**src/rtl/serial_add_ctrl_if.sv**
```systemverilog
// -----------------------------------------------------------------------------
// serial_add_ctrl_if
//
// Bundles the two handshakes of the bit-serial adder sequencer, plus its status.
//
//   Operand side (producer -> block):
//     start_valid  producer has operands
//     start_ready  block can accept operands
//     a, b         WIDTH-bit operands
//     cin          carry-in
//
//   Result side (block -> consumer):
//     sum          WIDTH-bit result
//     carry        carry-out
//     done_valid   result available
//     done_ready   consumer takes result
//
//   Status:
//     busy         operation in progress or result pending
//
// Modports:
//   master  the producer/consumer environment
//   slave   the sequencer itself
// -----------------------------------------------------------------------------
interface serial_add_ctrl_if #(
  parameter int WIDTH = 8
);

  logic             start_valid;
  logic             start_ready;
  logic [WIDTH-1:0] a;
  logic [WIDTH-1:0] b;
  logic             cin;

  logic [WIDTH-1:0] sum;
  logic             carry;
  logic             done_valid;
  logic             done_ready;

  logic             busy;

  modport master (
    output start_valid,
    output a,
    output b,
    output cin,
    output done_ready,
    input  start_ready,
    input  sum,
    input  carry,
    input  done_valid,
    input  busy
  );

  modport slave (
    input  start_valid,
    input  a,
    input  b,
    input  cin,
    input  done_ready,
    output start_ready,
    output sum,
    output carry,
    output done_valid,
    output busy
  );

endinterface

```
**src/rtl/serial_add_ctrl.sv**
```systemverilog
// -----------------------------------------------------------------------------
// serial_add_ctrl
//
// Sequencer for a bit-serial adder. Operands are captured through a
// valid/ready handshake, then a single one-bit full-adder slice (two half
// adders plus a carry flop) is stepped LSB-first for WIDTH cycles. The result
// is offered through a second valid/ready handshake.
//
// Handshakes: a transfer happens on a rising edge where both valid and ready
// are high. Valid does not depend on ready. start_ready is high only in IDLE,
// and done_valid is high only in DONE. Because of that, a new operand accept
// can never coincide with a result being taken.
//
// Ports:
//   clk        rising-edge clock
//   rst        synchronous, active-high reset (clears every register)
//   bus        serial_add_ctrl_if.slave (operand/result handshakes, busy)
//   state_dbg  current FSM state (0 IDLE, 1 RUN, 2 DONE)
//
// Parameters:
//   WIDTH      operand/sum width, legal range 2..64
//
// Timing: operands accepted at edge k give done_valid from edge k+WIDTH.
// Back-to-back issue interval is WIDTH+2 cycles with done_ready held high.
// -----------------------------------------------------------------------------
module serial_add_ctrl #(
  parameter int WIDTH = 8
) (
  input  logic                 clk,
  input  logic                 rst,
  serial_add_ctrl_if.slave     bus,
  output logic [1:0]           state_dbg
);

  localparam int CNT_W = $clog2(WIDTH) + 1;
  localparam logic [CNT_W-1:0] LAST_CNT = CNT_W'(WIDTH - 1);

  typedef enum logic [1:0] {
    IDLE = 2'd0,
    RUN  = 2'd1,
    DONE = 2'd2
  } state_t;

  state_t           state;
  logic [WIDTH-1:0] op_a;
  logic [WIDTH-1:0] op_b;
  logic [WIDTH-1:0] sum_sr;
  logic             c;
  logic [CNT_W-1:0] cnt;

  // One-bit full-adder slice built from two half adders. The first half adder
  // combines the operand bits; the second folds in the carry flop.
  logic ha_p;
  logic ha_g;
  logic s_bit;
  logic co_bit;

  assign ha_p   = op_a[0] ^ op_b[0];
  assign ha_g   = op_a[0] & op_b[0];
  assign s_bit  = ha_p ^ c;
  assign co_bit = ha_g | (ha_p & c);

  always_ff @(posedge clk) begin
    if (rst) begin
      state  <= IDLE;
      op_a   <= '0;
      op_b   <= '0;
      sum_sr <= '0;
      c      <= 1'b0;
      cnt    <= '0;
    end else begin
      case (state)
        IDLE: begin
          // start_ready is IDLE itself, so start_valid alone completes the
          // handshake here.
          if (bus.start_valid) begin
            op_a   <= bus.a;
            op_b   <= bus.b;
            c      <= bus.cin;
            sum_sr <= '0;
            cnt    <= '0;
            state  <= RUN;
          end
        end

        RUN: begin
          // Sum bits enter at the MSB and move toward bit 0, so after WIDTH
          // steps the first (LSB) result bit lands in sum_sr[0].
          sum_sr <= {s_bit, sum_sr[WIDTH-1:1]};
          op_a   <= {1'b0, op_a[WIDTH-1:1]};
          op_b   <= {1'b0, op_b[WIDTH-1:1]};
          c      <= co_bit;
          cnt    <= cnt + 1'b1;
          if (cnt == LAST_CNT) begin
            state <= DONE;
          end
        end

        DONE: begin
          // sum_sr and c are left untouched so the outputs hold their value
          // after the result is taken.
          if (bus.done_ready) begin
            state <= IDLE;
          end
        end

        default: begin
          state <= IDLE;
        end
      endcase
    end
  end

  // Handshake and status flags are pure decodes of the state register.
  assign bus.start_ready = (state == IDLE);
  assign bus.done_valid  = (state == DONE);
  assign bus.busy        = (state == RUN) || (state == DONE);

  // Result is driven straight from registers.
  assign bus.sum   = sum_sr;
  assign bus.carry = c;

  assign state_dbg = state;

endmodule

```
**src/flat_wrapper.sv**
```systemverilog
// flat-port wrapper written by rule: the top's interface ports become plain ports
module serial_add_ctrl_flat 
#(
  parameter int WIDTH = 8
)
  (clk, rst, state_dbg, bus_start_valid, bus_a, bus_b, bus_cin, bus_done_ready, bus_start_ready, bus_sum, bus_carry, bus_done_valid, bus_busy);
  serial_add_ctrl_if #(.WIDTH(WIDTH)) bus_i ();
  input  logic clk;
  input  logic rst;
  output logic [1:0] state_dbg;
  input wire logic [$bits(bus_i.start_valid)-1:0] bus_start_valid;
  input wire logic [$bits(bus_i.a)-1:0] bus_a;
  input wire logic [$bits(bus_i.b)-1:0] bus_b;
  input wire logic [$bits(bus_i.cin)-1:0] bus_cin;
  input wire logic [$bits(bus_i.done_ready)-1:0] bus_done_ready;
  output wire logic [$bits(bus_i.start_ready)-1:0] bus_start_ready;
  output wire logic [$bits(bus_i.sum)-1:0] bus_sum;
  output wire logic [$bits(bus_i.carry)-1:0] bus_carry;
  output wire logic [$bits(bus_i.done_valid)-1:0] bus_done_valid;
  output wire logic [$bits(bus_i.busy)-1:0] bus_busy;
  assign bus_i.start_valid = bus_start_valid;
  assign bus_i.a = bus_a;
  assign bus_i.b = bus_b;
  assign bus_i.cin = bus_cin;
  assign bus_i.done_ready = bus_done_ready;
  assign bus_start_ready = bus_i.start_ready;
  assign bus_sum = bus_i.sum;
  assign bus_carry = bus_i.carry;
  assign bus_done_valid = bus_i.done_valid;
  assign bus_busy = bus_i.busy;
  serial_add_ctrl #(.WIDTH(WIDTH)) u_core (.clk(clk), .rst(rst), .bus(bus_i), .state_dbg(state_dbg));
endmodule
```
**config.mk**
```make
export PLATFORM = sky130hd
export DESIGN_NAME = serial_add_ctrl_flat
export DESIGN_NICKNAME = d
export VERILOG_FILES = /design/src/rtl/serial_add_ctrl_if.sv /design/src/rtl/serial_add_ctrl.sv /design/src/flat_wrapper.sv
export SDC_FILE = /design/constraint.sdc
export NUM_CORES = 1
export LEC_CHECK = 0
export BUFFER_PORTS_ARGS = -buffer_cell sky130_fd_sc_hd__buf_2
export CAP_MARGIN = 10
export CORE_MARGIN = 8
export CORE_UTILIZATION = 54
export DETAILED_ROUTE_END_ITERATION = 7
export PLACE_DENSITY = 0.85
export SKIP_LAST_GASP = 1
export SLEW_MARGIN = 25
export SYNTH_ARGS = -nofsm -noshare
export SYNTH_HDL_FRONTEND = slang
export SYNTH_SLANG_ARGS = --single-unit
```
**constraint.sdc**
```tcl
create_clock -name clk -period 1.9 [get_ports clk]
set_clock_uncertainty 0.1 [all_clocks]
set_input_delay 0 -clock clk [delete_from_list [all_inputs] [get_ports clk]]
set_output_delay 0 -clock clk [all_outputs]
set_load 0.005 [all_outputs]
```
==> flow_summary.json <==
{
  "status": "complete, but fails checks",
  "violations": "negative hold slack",
  "fillCellCount": 226,
  "hold_ws_ns": -0.00117,
  "via_per_inst": 5.54,
  "crit_fanout": 32,
  "gp_congestion": 0.782,
  "seq_area_um2": 621,
  "avgSynthCellArea_um2": 10.2,
  "pre_cts_ws_ns": 0.00386,
  "grt_pass1_wl_mm": 6.78,
  "min_period_ns": 1.82,
  "grt_pass1_vias": 1510,
  "synthTopCellsByArea": "dfxtp_1, a211oi_2, mux2i_1, mux2_2, nor2_1",
  "ios": 35,
  "ys_types": 36,
  "clk_path_buf_depth": 2,
  "antenna_found_initial": 0,
  "start_kind": "register",
  "cp-end-kind": "register",
  "ys_warn_count": 0,
  "drt_wl_total_mm": 4.04,
  "drt-pass1-iter-count": 5,
  "synth-main-ff-cell": "dfxtp_1",
  "power_density_mw_per_mm2": 1010,
  "netlist_instances": 167,
  "slew_violations": 0,
  "ys_ff_latch": 31,
  "dp.final_hpwl_mm": 2.78,
  "cts.reportedPaths.clkPinSlew_ns": 0.09,
  "maxCapViolations": 0,
  "io_buffers": 34,
  "core_mm2": 0.00303,
  "finalSetupViolCount": 0,
  "clkSinkCount": 31,
  "nNetsFinal": 244,
  "max_freq_mhz": 549,
  "p_leak_nw": 0.889,
  "worst_r2r_startpoint": "u_core.state_dbg[1]",
  "overflow": 0,
  "synth.top_cell.area_share_pct": 36.4,
  "cp-startpoint": "u_core.state_dbg[1]",
  "area_growth_pct": 25.8,
  "hold_viol_final": 1,
  "htreeDepth": 2,
  "rsz0062_at_grt": "yes",
  "yosysSeqAreaShare_pct": 36.4,
  "cts-root-buf": "clkbuf_4",
  "top_usage_layer": "met2",
  "worstPathArrival_ns": 1.94,
  "async_flop_share_pct": 0,
  "timing.final.crit_share_pct": 95.9,
  "postRouteAntennaNets": 0,
  "hp-class": "input port to register",
  "synth-edff-count": 0,
  "setup_tns_ns": 0,
  "relSlewSlack_pct": 69.7,
  "synth_top_area_cell": "dfxtp_1",
  "hp-start": "bus_b[0]",
  "routedWlPerCell_um": 15.4,
  "grtUsageMet3_pct": 5.65,
  "numCtsBuffers": 5,
  "clock_latency_ns": 0.34,
  "antenna_cells": 0,
  "crit_required_ns": 2.02,
  "grt_max_degree": 33,
  "route.vias.total": 1451,
  "worstMarginPinSlew_ns": 0.455,
  "grt_usage_pct": 16.5,
  "die_width_um": 72.2,
  "core.rowCount": 20,
  "worst-setup-path-type": "register to register",
  "die_h_um": 72.2,
  "drt-initial-drc-count": 94,
  "irDropWorstVdd_v": 0.000522,
  "multiInputGateArea_um2": 982,
  "syn_area_mm2": 0.00170,
  "cts_tree": "yes",
  "grt_use_met1_pct": 16.5,
  "start_util_pct": 56.3,
  "gr-usage-met2_pct": 29.7,
  "drc": 0,
  "synth_fp_nets": 193,
  "worst_slack_ns": 0.0776,
  "die-area_mm2": 0.00521,
  "drive_gt1_share_pct": 37.2
}
worst max-delay path, stage by stage, from the launching register on:
cell and delay [ns]:
dfxtp_1 0.34, inv_1 0.12, ha_1 0.37, mux2_8 0.52
nor2_1 0.17, a211oi_2 0.07
Yosys cell counts, types with 2 or more instances:
cell      instances
o21ai_0           3
buf_6             2
inv_1             8
mux2i_1          18
a222oi_1          8
nand2b_1          2
nor2b_1           5
a31oi_1           2
nor2_1           22
ha_1              4
buf_4             6
nand3b_1          3
mux2_2            9
clkbuf_1          3
nand2_1           2
nor2_2            5
buf_2             2
a211oi_2         15
dfxtp_1          31
metrics by stage:
step	hold slack (ns)	cells	area [µm²]	total power, mW	utilization, %
after global routing	0.0143	262	2140	2.30	70.8
after CTS	0.000247	262	2130	2.15	70.3
after floorplan	-0.0103	167	1700	1.56	-
after global placement	0.269	237	1890	1.68	62.4
final	-0.00117	262	2140	2.16	70.8
after detailed placement	0.278	237	1890	1.74	62.4
where the power goes:
group	switching [mW]	total, mW	internal, mW
Clock	0.218	0.389	0.171
Combinational	0.503	0.936	0.434
Sequential	0.0766	0.837	0.760
state kept, by name (all words and copies together), names as in the netlist:
| register | cells |
|---|---|
| u_core.cnt | 4 |
| u_core.state_dbg | 2 |
| u_core.op_a | 8 |
| u_core.bus.sum | 8 |
| u_core.op_b | 8 |
| u_core.bus.carry | 1 |
placed cells by master (no fill, tap or decap), types with 2 or more instances in the layout:
master	Yosys	layout
o21ai_0	3	3
buf_2	2	34
mux2i_1	18	18
dlygate4sd3_1	0	18
mux2_2	9	9
nand2b_1	2	2
buf_4	6	4
nor2_1	22	22
ha_1	4	3
nor2b_1	5	5
clkbuf_4	0	5
nand3b_1	3	3
nand2_1	2	2
dfxtp_1	31	31
a222oi_1	8	8
inv_1	8	8
a211oi_2	15	15
a31oi_1	2	2
nor2_2	5	5
metal layers:
| metal | vias up | share of wire [%] |
|---|---|---|
| met2 | 44 | 53 |
| met1 | 691 | 40 |
| li1 | 708 | - |
| met4 | 0 | 1.6 |
| met5 | - | 0 |
| met3 | 8 | 5.1 |
final timing paths:
kind               endpoint  slack, ns  depth (start not counted)
max          u_core.op_b[0]       0.08                          5
min          u_core.op_b[0]     -0.001                          3
max reg2reg  u_core.op_b[0]       0.08                          5
min reg2reg  u_core.op_a[7]       0.42                          2
layout make-up:
cell class / instances / area share, %
tap: 44 / 2.57
timing repair buffer: 57 / 18.7
inverter: 8 / 1.40
clock inverter: 1 / 0.233
clock buffer: 6 / 2.39
sequential: 31 / 28.9
multi-input combinational: 115 / 45.8
cells by family (layout without fill, tap and decap cells):
kind of cell | after synthesis | count (layout) | share of synthesized area [%]
AOI/OAI and AO/OA | 34 | 34 | 19.9
xor gates and xnor gates | 1 | 1 | 0.514
adders and majority gates | 5 | 5 | 4.11
buffers and inverters | 21 | 72 | 6.97
DFF | 31 | 31 | 36.4
muxes | 28 | 28 | 17.4
and+or+nand+nor | 47 | 47 | 14.7
what timing repair did:
| item | in CTS | in global routing |
|---|---|---|
| hold endpoints to repair | 21 | 0 |
| pin swaps | 0 | 2 |
| hold buffers | 18 | 0 |
| cloned | 0 | 0 |
| buffers inserted | 0 | 0 |
| gates resized for setup | 1 | 4 |
| endpoints found under the setup margin | 1 | 20 |
(Power assumes the default switching activity.)
